## src/rtl/commutation_sequencer.sv

```systemverilog
// Six-step BLDC commutation: hall sync/filter, sector decode, high-side PWM,
// per-leg dead time and sticky fault on illegal hall codes.
module commutation_sequencer #(
    parameter int PWM_BITS  = 8,
    parameter int DEAD      = 8,
    parameter int HALL_FILT = 4
) (
    input  logic                CLK,
    input  logic                reset,
    input  logic                enable,
    input  logic                dir,
    input  logic [PWM_BITS-1:0] duty,
    input  logic                hall1,
    input  logic                hall2,
    input  logic                hall3,
    output logic [5:0]          PHASES,
    output logic [2:0]          sector,
    output logic                fault,
    output logic [15:0]         comm_count
);

    localparam int DW = $clog2(DEAD + 1);
    localparam int FW = $clog2(HALL_FILT + 1);
    localparam logic [DW-1:0]       DEAD_C  = DW'(DEAD);
    localparam logic [FW-1:0]       FILT_C  = FW'(HALL_FILT);
    localparam logic [PWM_BITS-1:0] PWM_TOP = PWM_BITS'((2 ** PWM_BITS) - 2);

    typedef enum logic [1:0] {
        ST_IDLE  = 2'd0,
        ST_RUN   = 2'd1,
        ST_FAULT = 2'd2
    } state_t;

    state_t              r_state, w_state_nxt;
    logic [2:0]          r_hall_s1, r_hall_s2, r_hall_cand, r_hall_acc;
    logic                r_acc_vld;
    logic [FW-1:0]       r_filt_cnt, w_filt_cnt_nxt;
    logic [2:0]          r_sector, w_code_sec, w_sec;
    logic                w_code_legal, w_illegal, w_sec_change;
    logic [15:0]         r_comm;
    logic [PWM_BITS-1:0] r_pwm_cnt;
    logic                w_pwm_on;
    logic [DW-1:0]       r_dead [3];
    logic [1:0]          w_fwd_hi, w_fwd_lo, w_hi_leg, w_lo_leg;
    logic [5:0]          w_req, w_ph_nxt, r_phases;

    // Count of consecutive cycles the synced code has matched the candidate.
    always_comb begin
        if (r_hall_s2 != r_hall_cand)
            w_filt_cnt_nxt = FW'(1);
        else if (r_filt_cnt == FILT_C)
            w_filt_cnt_nxt = r_filt_cnt;
        else
            w_filt_cnt_nxt = r_filt_cnt + 1'b1;
    end

    always_ff @(posedge CLK) begin
        if (!reset) begin
            r_hall_s1   <= '0;
            r_hall_s2   <= '0;
            r_hall_cand <= '0;
            r_hall_acc  <= '0;
            r_filt_cnt  <= '0;
            r_acc_vld   <= 1'b0;
        end else begin
            r_hall_s1   <= {hall3, hall2, hall1};
            r_hall_s2   <= r_hall_s1;
            r_hall_cand <= r_hall_s2;
            r_filt_cnt  <= w_filt_cnt_nxt;
            if (w_filt_cnt_nxt == FILT_C) begin
                r_hall_acc <= r_hall_s2;
                r_acc_vld  <= 1'b1;
            end
        end
    end

    always_comb begin
        w_code_legal = 1'b1;
        w_code_sec   = 3'd0;
        case (r_hall_acc)
            3'b001:  w_code_sec = 3'd0;
            3'b011:  w_code_sec = 3'd1;
            3'b010:  w_code_sec = 3'd2;
            3'b110:  w_code_sec = 3'd3;
            3'b100:  w_code_sec = 3'd4;
            3'b101:  w_code_sec = 3'd5;
            default: w_code_legal = 1'b0;
        endcase
        w_sec     = (r_acc_vld && w_code_legal) ? w_code_sec : r_sector;
        w_illegal = r_acc_vld && !w_code_legal;
    end

    // No accepted code yet after reset: IDLE simply waits for one.
    always_comb begin
        w_state_nxt = r_state;
        case (r_state)
            ST_IDLE:  if (enable && r_acc_vld) w_state_nxt = w_code_legal ? ST_RUN : ST_FAULT;
            ST_RUN:   if (!enable) w_state_nxt = ST_IDLE;
                      else if (w_illegal) w_state_nxt = ST_FAULT;
            ST_FAULT: if (!enable) w_state_nxt = ST_IDLE;
            default:  w_state_nxt = ST_IDLE;
        endcase
        w_sec_change = (r_state == ST_RUN) && (w_state_nxt == ST_RUN) && (w_sec != r_sector);
    end

    assign w_pwm_on = (r_pwm_cnt < duty);

    always_comb begin
        w_fwd_hi = 2'd0;
        w_fwd_lo = 2'd1;
        case (w_sec)
            3'd0:    begin w_fwd_hi = 2'd0; w_fwd_lo = 2'd1; end
            3'd1:    begin w_fwd_hi = 2'd0; w_fwd_lo = 2'd2; end
            3'd2:    begin w_fwd_hi = 2'd1; w_fwd_lo = 2'd2; end
            3'd3:    begin w_fwd_hi = 2'd1; w_fwd_lo = 2'd0; end
            3'd4:    begin w_fwd_hi = 2'd2; w_fwd_lo = 2'd0; end
            3'd5:    begin w_fwd_hi = 2'd2; w_fwd_lo = 2'd1; end
            default: begin w_fwd_hi = 2'd0; w_fwd_lo = 2'd1; end
        endcase
        w_hi_leg = dir ? w_fwd_lo : w_fwd_hi;
        w_lo_leg = dir ? w_fwd_hi : w_fwd_lo;
    end

    // A gate already on may stay on; a new turn-on needs the opposite gate
    // off and the leg's dead counter saturated.
    always_comb begin
        w_req    = '0;
        w_ph_nxt = '0;
        if (w_state_nxt == ST_RUN) begin
            for (int unsigned l = 0; l < 3; l++) begin
                w_req[l]     = (w_hi_leg == 2'(l)) && w_pwm_on;
                w_req[l + 3] = (w_lo_leg == 2'(l));
            end
        end
        for (int unsigned l = 0; l < 3; l++) begin
            w_ph_nxt[l]     = w_req[l] &&
                              (r_phases[l] || (!r_phases[l + 3] && r_dead[l] == DEAD_C));
            w_ph_nxt[l + 3] = w_req[l + 3] &&
                              (r_phases[l + 3] || (!r_phases[l] && r_dead[l] == DEAD_C));
        end
    end

    always_ff @(posedge CLK) begin
        if (!reset) begin
            r_state   <= ST_IDLE;
            r_sector  <= '0;
            r_comm    <= '0;
            r_pwm_cnt <= '0;
            r_phases  <= '0;
            // Counters start at zero so every leg serves a full dead time after reset.
            for (int unsigned l = 0; l < 3; l++)
                r_dead[l] <= '0;
        end else begin
            r_state  <= w_state_nxt;
            r_phases <= w_ph_nxt;
            if (r_acc_vld && w_code_legal)
                r_sector <= w_code_sec;
            if (w_sec_change)
                r_comm <= r_comm + 16'd1;
            r_pwm_cnt <= (r_pwm_cnt == PWM_TOP) ? '0 : r_pwm_cnt + 1'b1;
            for (int unsigned l = 0; l < 3; l++) begin
                if (r_phases[l] || r_phases[l + 3])
                    r_dead[l] <= '0;
                else if (r_dead[l] != DEAD_C)
                    r_dead[l] <= r_dead[l] + 1'b1;
            end
        end
    end

    assign PHASES     = r_phases;
    assign sector     = r_sector;
    assign fault      = (r_state == ST_FAULT);
    assign comm_count = r_comm;

endmodule
```

## config.mk

```make
export PLATFORM = sky130hd
export DESIGN_NAME = commutation_sequencer
export DESIGN_NICKNAME = d
export VERILOG_FILES = /design/src/rtl/commutation_sequencer.sv
export SDC_FILE = /design/constraint.sdc
export NUM_CORES = 1
export LEC_CHECK = 0
export CORE_ASPECT_RATIO = 1.2
export CORE_MARGIN = 2
export CORE_UTILIZATION = 48
export DETAILED_ROUTE_END_ITERATION = 16
export DONT_BUFFER_PORTS = 1
export PLACE_DENSITY = 0.66
export SLEW_MARGIN = 20
export SYNTH_ARGS = -nofsm -noshare
export SYNTH_HDL_FRONTEND = slang
export SYNTH_SLANG_ARGS = --single-unit
```

## constraint.sdc

```tcl
create_clock -name CLK -period 4.73 [get_ports CLK]
set_input_delay 0.7095 -clock CLK [delete_from_list [all_inputs] [get_ports CLK]]
set_output_delay 0.7095 -clock CLK [all_outputs]
set_load 0.01 [all_outputs]
```

# Yosys cells after proc, flatten, opt, wreduce, memory -nomap -nowiden

Memory sizes are Yosys's and may differ from the RTL's.
Index checks and enable logic that the tools add are counted.

ROM bits: 0
Output and inout port bits: 26
Bits of input ports: 15
Bits in writable memories: 12
Logic and storage cells: 144
Register bits after elaboration: 51
Bits in latches: 0
Memories: 1

$add $sub $neg: 6
Shift operators: 0
$lt $le $gt $ge: 1
Multipliers: 0
Bitwise gates (word level): 7
Divide/modulo/power cells: 0
Muxes and demuxes: 44
Reductions and logical operators: 45
Equality and inequality tests: 29

Memory list:

| memory | depth | width | read ports | clocked after Yosys merged registers in | write ports | line | source |
|---|---|---|---|---|---|---|---|
| r_dead | 3     | 4     | 3          | 0                                       | 3           | 43   | `logic [DW-1:0] r_dead [3];` |

Operator list:

| cell                                          | number |
|---|---|
| two-way mux 4 bit                             | 6 |
| two-way mux 1 bit                             | 23 |
| == test 3 bit, second input constant          | 7 |
| logical AND 1 bit                             | 20 |
| adder 16 x 1 -> 16 bit, second input constant | 1 |
| one-hot mux 3 bit (5 select lines)            | 1 |
| two-way mux 2 bit                             | 7 |
| adder 4 x 1 -> 4 bit, second input constant   | 3 |
| == test 3 x 2 -> 1 bit, second input constant | 4 |
| == test 4 bit, second input constant          | 3 |
| inequality test 4 bit, second input constant  | 3 |
| OR reduction 2 bit                            | 5 |
| logical OR 1 bit                              | 9 |
| two-way mux 3 bit                             | 3 |
| adder 8 x 1 -> 8 bit, second input constant   | 1 |
| == test 2 x 1 -> 1 bit, second input constant | 4 |
| == test 8 bit, second input constant          | 1 |
| < comparator 8 bit                            | 1 |
| one-hot mux 2 bit (2 select lines)            | 2 |
| logical NOT 1 bit                             | 7 |
| == test 2 bit, second input constant          | 3 |
| == test 3 x 1 -> 1 bit, second input constant | 2 |
| logical NOT 2 bit                             | 3 |
| two-way mux 6 bit                             | 1 |
| other kinds (6)                               | 12 |

# Longest topological paths before layout

Depth after elaboration: 13
Depth in mapped cells: 8
Mapped depth without buffers: 8

# Worst setup path after synthesis

No wires, ideal clock.

Path type: input-to-reg
From: input enable
To: register r_comm[15], in the netlist comm_count[15]
Data arrival time: 2.016 ns
Library setup time: 0.115 ns
Required time: 4.615 ns
Path buffers: 1
Stages: 7
Slack: 2.599 ns
Cell sequence: and4b_1 -> and3_2 -> nand4_1 -> or2_1 -> buf_6 -> o31a_1 -> o21a_1

Word-level cells in the longest chain between the ends: 6
Elaborated cells on any way between the ends: 8
Classes of those cells: eq/ne (1); mux (4); reduce/logical (3)

Ends and longest elaborated chain:

| item                                 | line | source |
|---|---|---|
| start, declared                      | 10   | `input logic enable,` |
| logical AND 1 bit                    | 97   | `ST_IDLE: if (enable && r_acc_vld) w_state_nxt = w_code_legal ? ST_RUN : ST_FAULT;` |
| two-way mux 2 bit                    | 97   |  |
| one-hot mux 2 bit (3 select lines) * | 96   | `case (r_state)` |
| == test 2 x 1 -> 1 bit *             | 103  | `w_sec_change = (r_state == ST_RUN) && (w_state_nxt == ST_RUN) && (w_sec != r_sector);` |
| logical AND 1 bit * (2 in series)    | 103  |  |
| end signal, assigned                 | 159  | `r_comm <= r_comm + 16'd1;` |
| end, declared                        | 40   | `logic [15:0] r_comm;` |

Mark *: on every way between the ends. The rest lies on a longest branch, timed or not.
A chain may end at the register's enable or synchronous reset.

# Final worst setup path

From: register r_sector[2], in the netlist sector[2]
To: register r_comm[10], in the netlist comm_count[10]

Word-level cells in the longest chain between the ends: 3

Ends and longest elaborated chain:

| item                    | line | source |
|---|---|---|
| start, declared         | 38   | `logic [2:0] r_sector, w_code_sec, w_sec;` |
| start signal, assigned  | 157  | `r_sector <= w_code_sec;` |
| two-way mux 3 bit       | n/a  |  |
| inequality test 3 bit * | 103  |  |
| logical AND 1 bit *     | 103  |  |

Marks and branches as above.

==> qor.txt <==
WP data required: 5.00 ns
worst hold path class: reg2reg
largest net degree at the start of global routing: 26
sequential fraction of design power: 49.4%
Post CTS Setup Buffer Count: 0
Die Wd: 79.1 um
Die ar.: 7440 um^2
first-pass GRT wire length: 9720 um
Pleak: 1.42 nW
synth unique cells: 56
# IOs: 41
placed inst area: 3260 um^2
gr ovfl total: 0
headroom to the max-slew limit: 54.7%
final std cell area, no fill: 3500 um^2
Final Total Pwr: 1.19 mW
vias: 2355
Initial Util: 50.0%
maximum vdd ir drop: 275 uV
syn_area_per_cell: 9.17 um^2
Final Critical Period: 2.32 ns
Final setup viols: 0
switch share: 21.3%
post-detailed-route wirelength per cell: 12.8 um
clk_lat worst skew: 0.33 ns
skew final: 0.00735 ns
FP Rows: 32
hold_buf cts: 0
TritonCTS clock tree: built
Psw: 254 uW
Global Route Usage Sum: 16.7%
PD cells: 340 nW/um^2
Reg clk slew, reported paths: 0.07 ns
final period utilization: 49.0%
WL final: 5710 um
outcome: completed
max-slew violations: 0
register area share after synthesis: 42.6%
synthesized instance count: 354
clock power share: 44.5%
Num CTS Buffers: 9
Post-CTS Resized: 0
Comb pwr share: 6.1%
area grow syn2layout: 7.90%
CTS max path bufs: 2
Fillers: 611
Die Y: 94.1 um
layout cells sized above 1: 7.50%
synthesized area: 3250 um^2
antenna cells: 0
top post-synthesis cells by area: dfxtp_1 31%, edfxtp_1 11%, ha_1 6.9%
Clock Tree Root: clkbuf_8
Max Freq: 432 MHz
Top FF cell, synth: dfxtp_1
DR vias/cell: 5.29
Arrival @ worst endpoint: 2.58 ns
Crit. End Element: flip-flop
max-cap violation count: 0
Int Pwr: 936 uW
worst-path maximum fanout: 12
Yosys top cell by area: dfxtp_1
Post-Syn Nets: 387
PortBufs: 0
share of Yosys cell area claimed by the top area cell type: 31.5%
Synth async-reset ratio: 0%
RSZ-0062 raised after global routing: no
H-tree Lvls: 3
#FFs+latches synth: 63
Hold Vio Cnt, Final: 0
Startpoint Class: flip-flop
DRT antenna net count: 0
RD Place Congestion: 0.790
setup TNS: 0 ns
Post-synth EDFFs: 12
core area: 6490 um^2
Nets: 388
drt pass-1 iters: 4
initial antenna violation count: 0
vias in the first global route: 2182
YS warnings: 0
residual DRC count: 0
Initial DRC Count: 72
clk sinks: 63
Setup CP Type: reg2reg
Worst Tran Pin Value: 0.678 ns
Post-DP HPWL: 4070 um
==> metal layers <==
metal	GRT usage [%]	wire length, um
met5	0	0
met4	7.18	95
met3	6.44	375
met2	28.0	2640
met1	18.8	2600
==> synthesized netlist by cell type, types with 3 or more instances <==
cell type,instances
and3_1,5
edfxtp_1,12
nand4_1,5
dfxtp_1,51
nand2_1,21
nand3b_1,4
a21oi_1,21
clkbuf_1,4
xor2_1,16
mux2i_1,6
xnor2_1,11
o21ai_0,17
inv_1,22
ha_1,18
nor2_1,44
nand2b_1,4
clkbuf_8,3
nor4_1,3
nor3b_1,3
and2_1,12
or3_1,10
a31oi_1,3
nand3_1,11
nor3_1,9
==> state kept, by name (all words and copies together) (netlist names) <==
signal	flops
r_hall_s1	3
r_hall_cand	3
sector	3
r_dead	12
r_acc_vld	1
r_hall_s2	3
r_filt_cnt	3
r_pwm_cnt	8
r_state	2
r_hall_acc	3
PHASES	6
comm_count	16
==> kinds of logic after synthesis <==
logic type / synth area share, %
flops: 42.6
mux: 2.66
compound gates: 12.3
simple gates: 22.7
fa+ha+maj: 6.94
xor+xnor: 7.29
buf+inv: 5.59
==> layout by cell type, fill, tap and decap left out, types with 2 or more instances in the layout <==
cell	count
and4b_1	2
a41oi_1	2
nor3_1	9
nand3b_1	4
a21oi_1	21
and2_1	12
a31oi_1	3
mux2i_1	6
and3_1	5
edfxtp_1	12
ha_1	18
inv_1	22
o221a_2	2
nand2_1	21
o21ai_0	17
nor4_1	3
or3_1	10
nor2b_1	2
nand3_1	11
nor3b_1	3
o21a_1	2
nand2b_1	4
nor2_1	44
xnor2_1	11
xor2_1	16
and4_1	2
clkbuf_8	13
dfxtp_1	51
nand4_1	5
==> power groups by stage <==
stage | Sequential [mW] | Clock (mW) | Combinational [mW]
6_report | 0.587 | 0.530 | 0.0726
5_1_grt | 0.589 | 0.568 | 0.0861
4_1_cts | 0.587 | 0.544 | 0.0735
3_5_place_dp | 0.599 | 0 | 0.0726
3_3_place_gp | 0.598 | 0 | 0.0709
2_1_floorplan | 0.594 | 0 | 0.0630
==> final timing paths <==
path | start | end | slack, ns | depth (start not counted)
setup / recovery | sector[2] | comm_count[10] | 2.41 | 6
hold / removal | r_hall_s1[0] | r_hall_s2[0] | 0.43 | 1
setup reg to reg | sector[2] | comm_count[10] | 2.41 | 6
hold reg to reg | r_hall_s1[0] | r_hall_s2[0] | 0.43 | 1
==> worst max-delay path, cell delays in order, from the launching register on <==
cell	delay, ns
dfxtp_1	0.51
mux2_4	0.34
a32oi_2	0.26
o221a_2	0.26
nand4_1	0.31
or3_1	0.45
a21oi_1	0.14
==> per-stage QoR <==
| stage | setup slack, ns | hold slack, ns | util [%] | cells |
|---|---|---|---|---|
| after floorplan | 2.60 | 0.412 | - | 354 |
| after global placement | 2.48 | 0.415 | 50.3 | 429 |
| after detailed placement | 2.41 | 0.419 | 50.3 | 429 |
| after CTS | 2.40 | 0.434 | 54.0 | 445 |
| after global routing | 2.23 | 0.453 | 54.0 | 445 |
| final | 2.41 | 0.433 | 54.0 | 445 |
==> area by class of cell <==
class / count / area, um^2 / area share (%)
multi-input cells: 257 / 1680 / 48.1
flip-flops and latches: 63 / 1380 / 39.4
clock buffers: 15 / 208 / 5.93
well taps: 85 / 106 / 3.04
inverters: 23 / 86.3 / 2.47
clock inverters: 1 / 30.0 / 0.857
repair buffers: 1 / 7.51 / 0.214
Note: power is estimated with default switching activity, not from simulation.
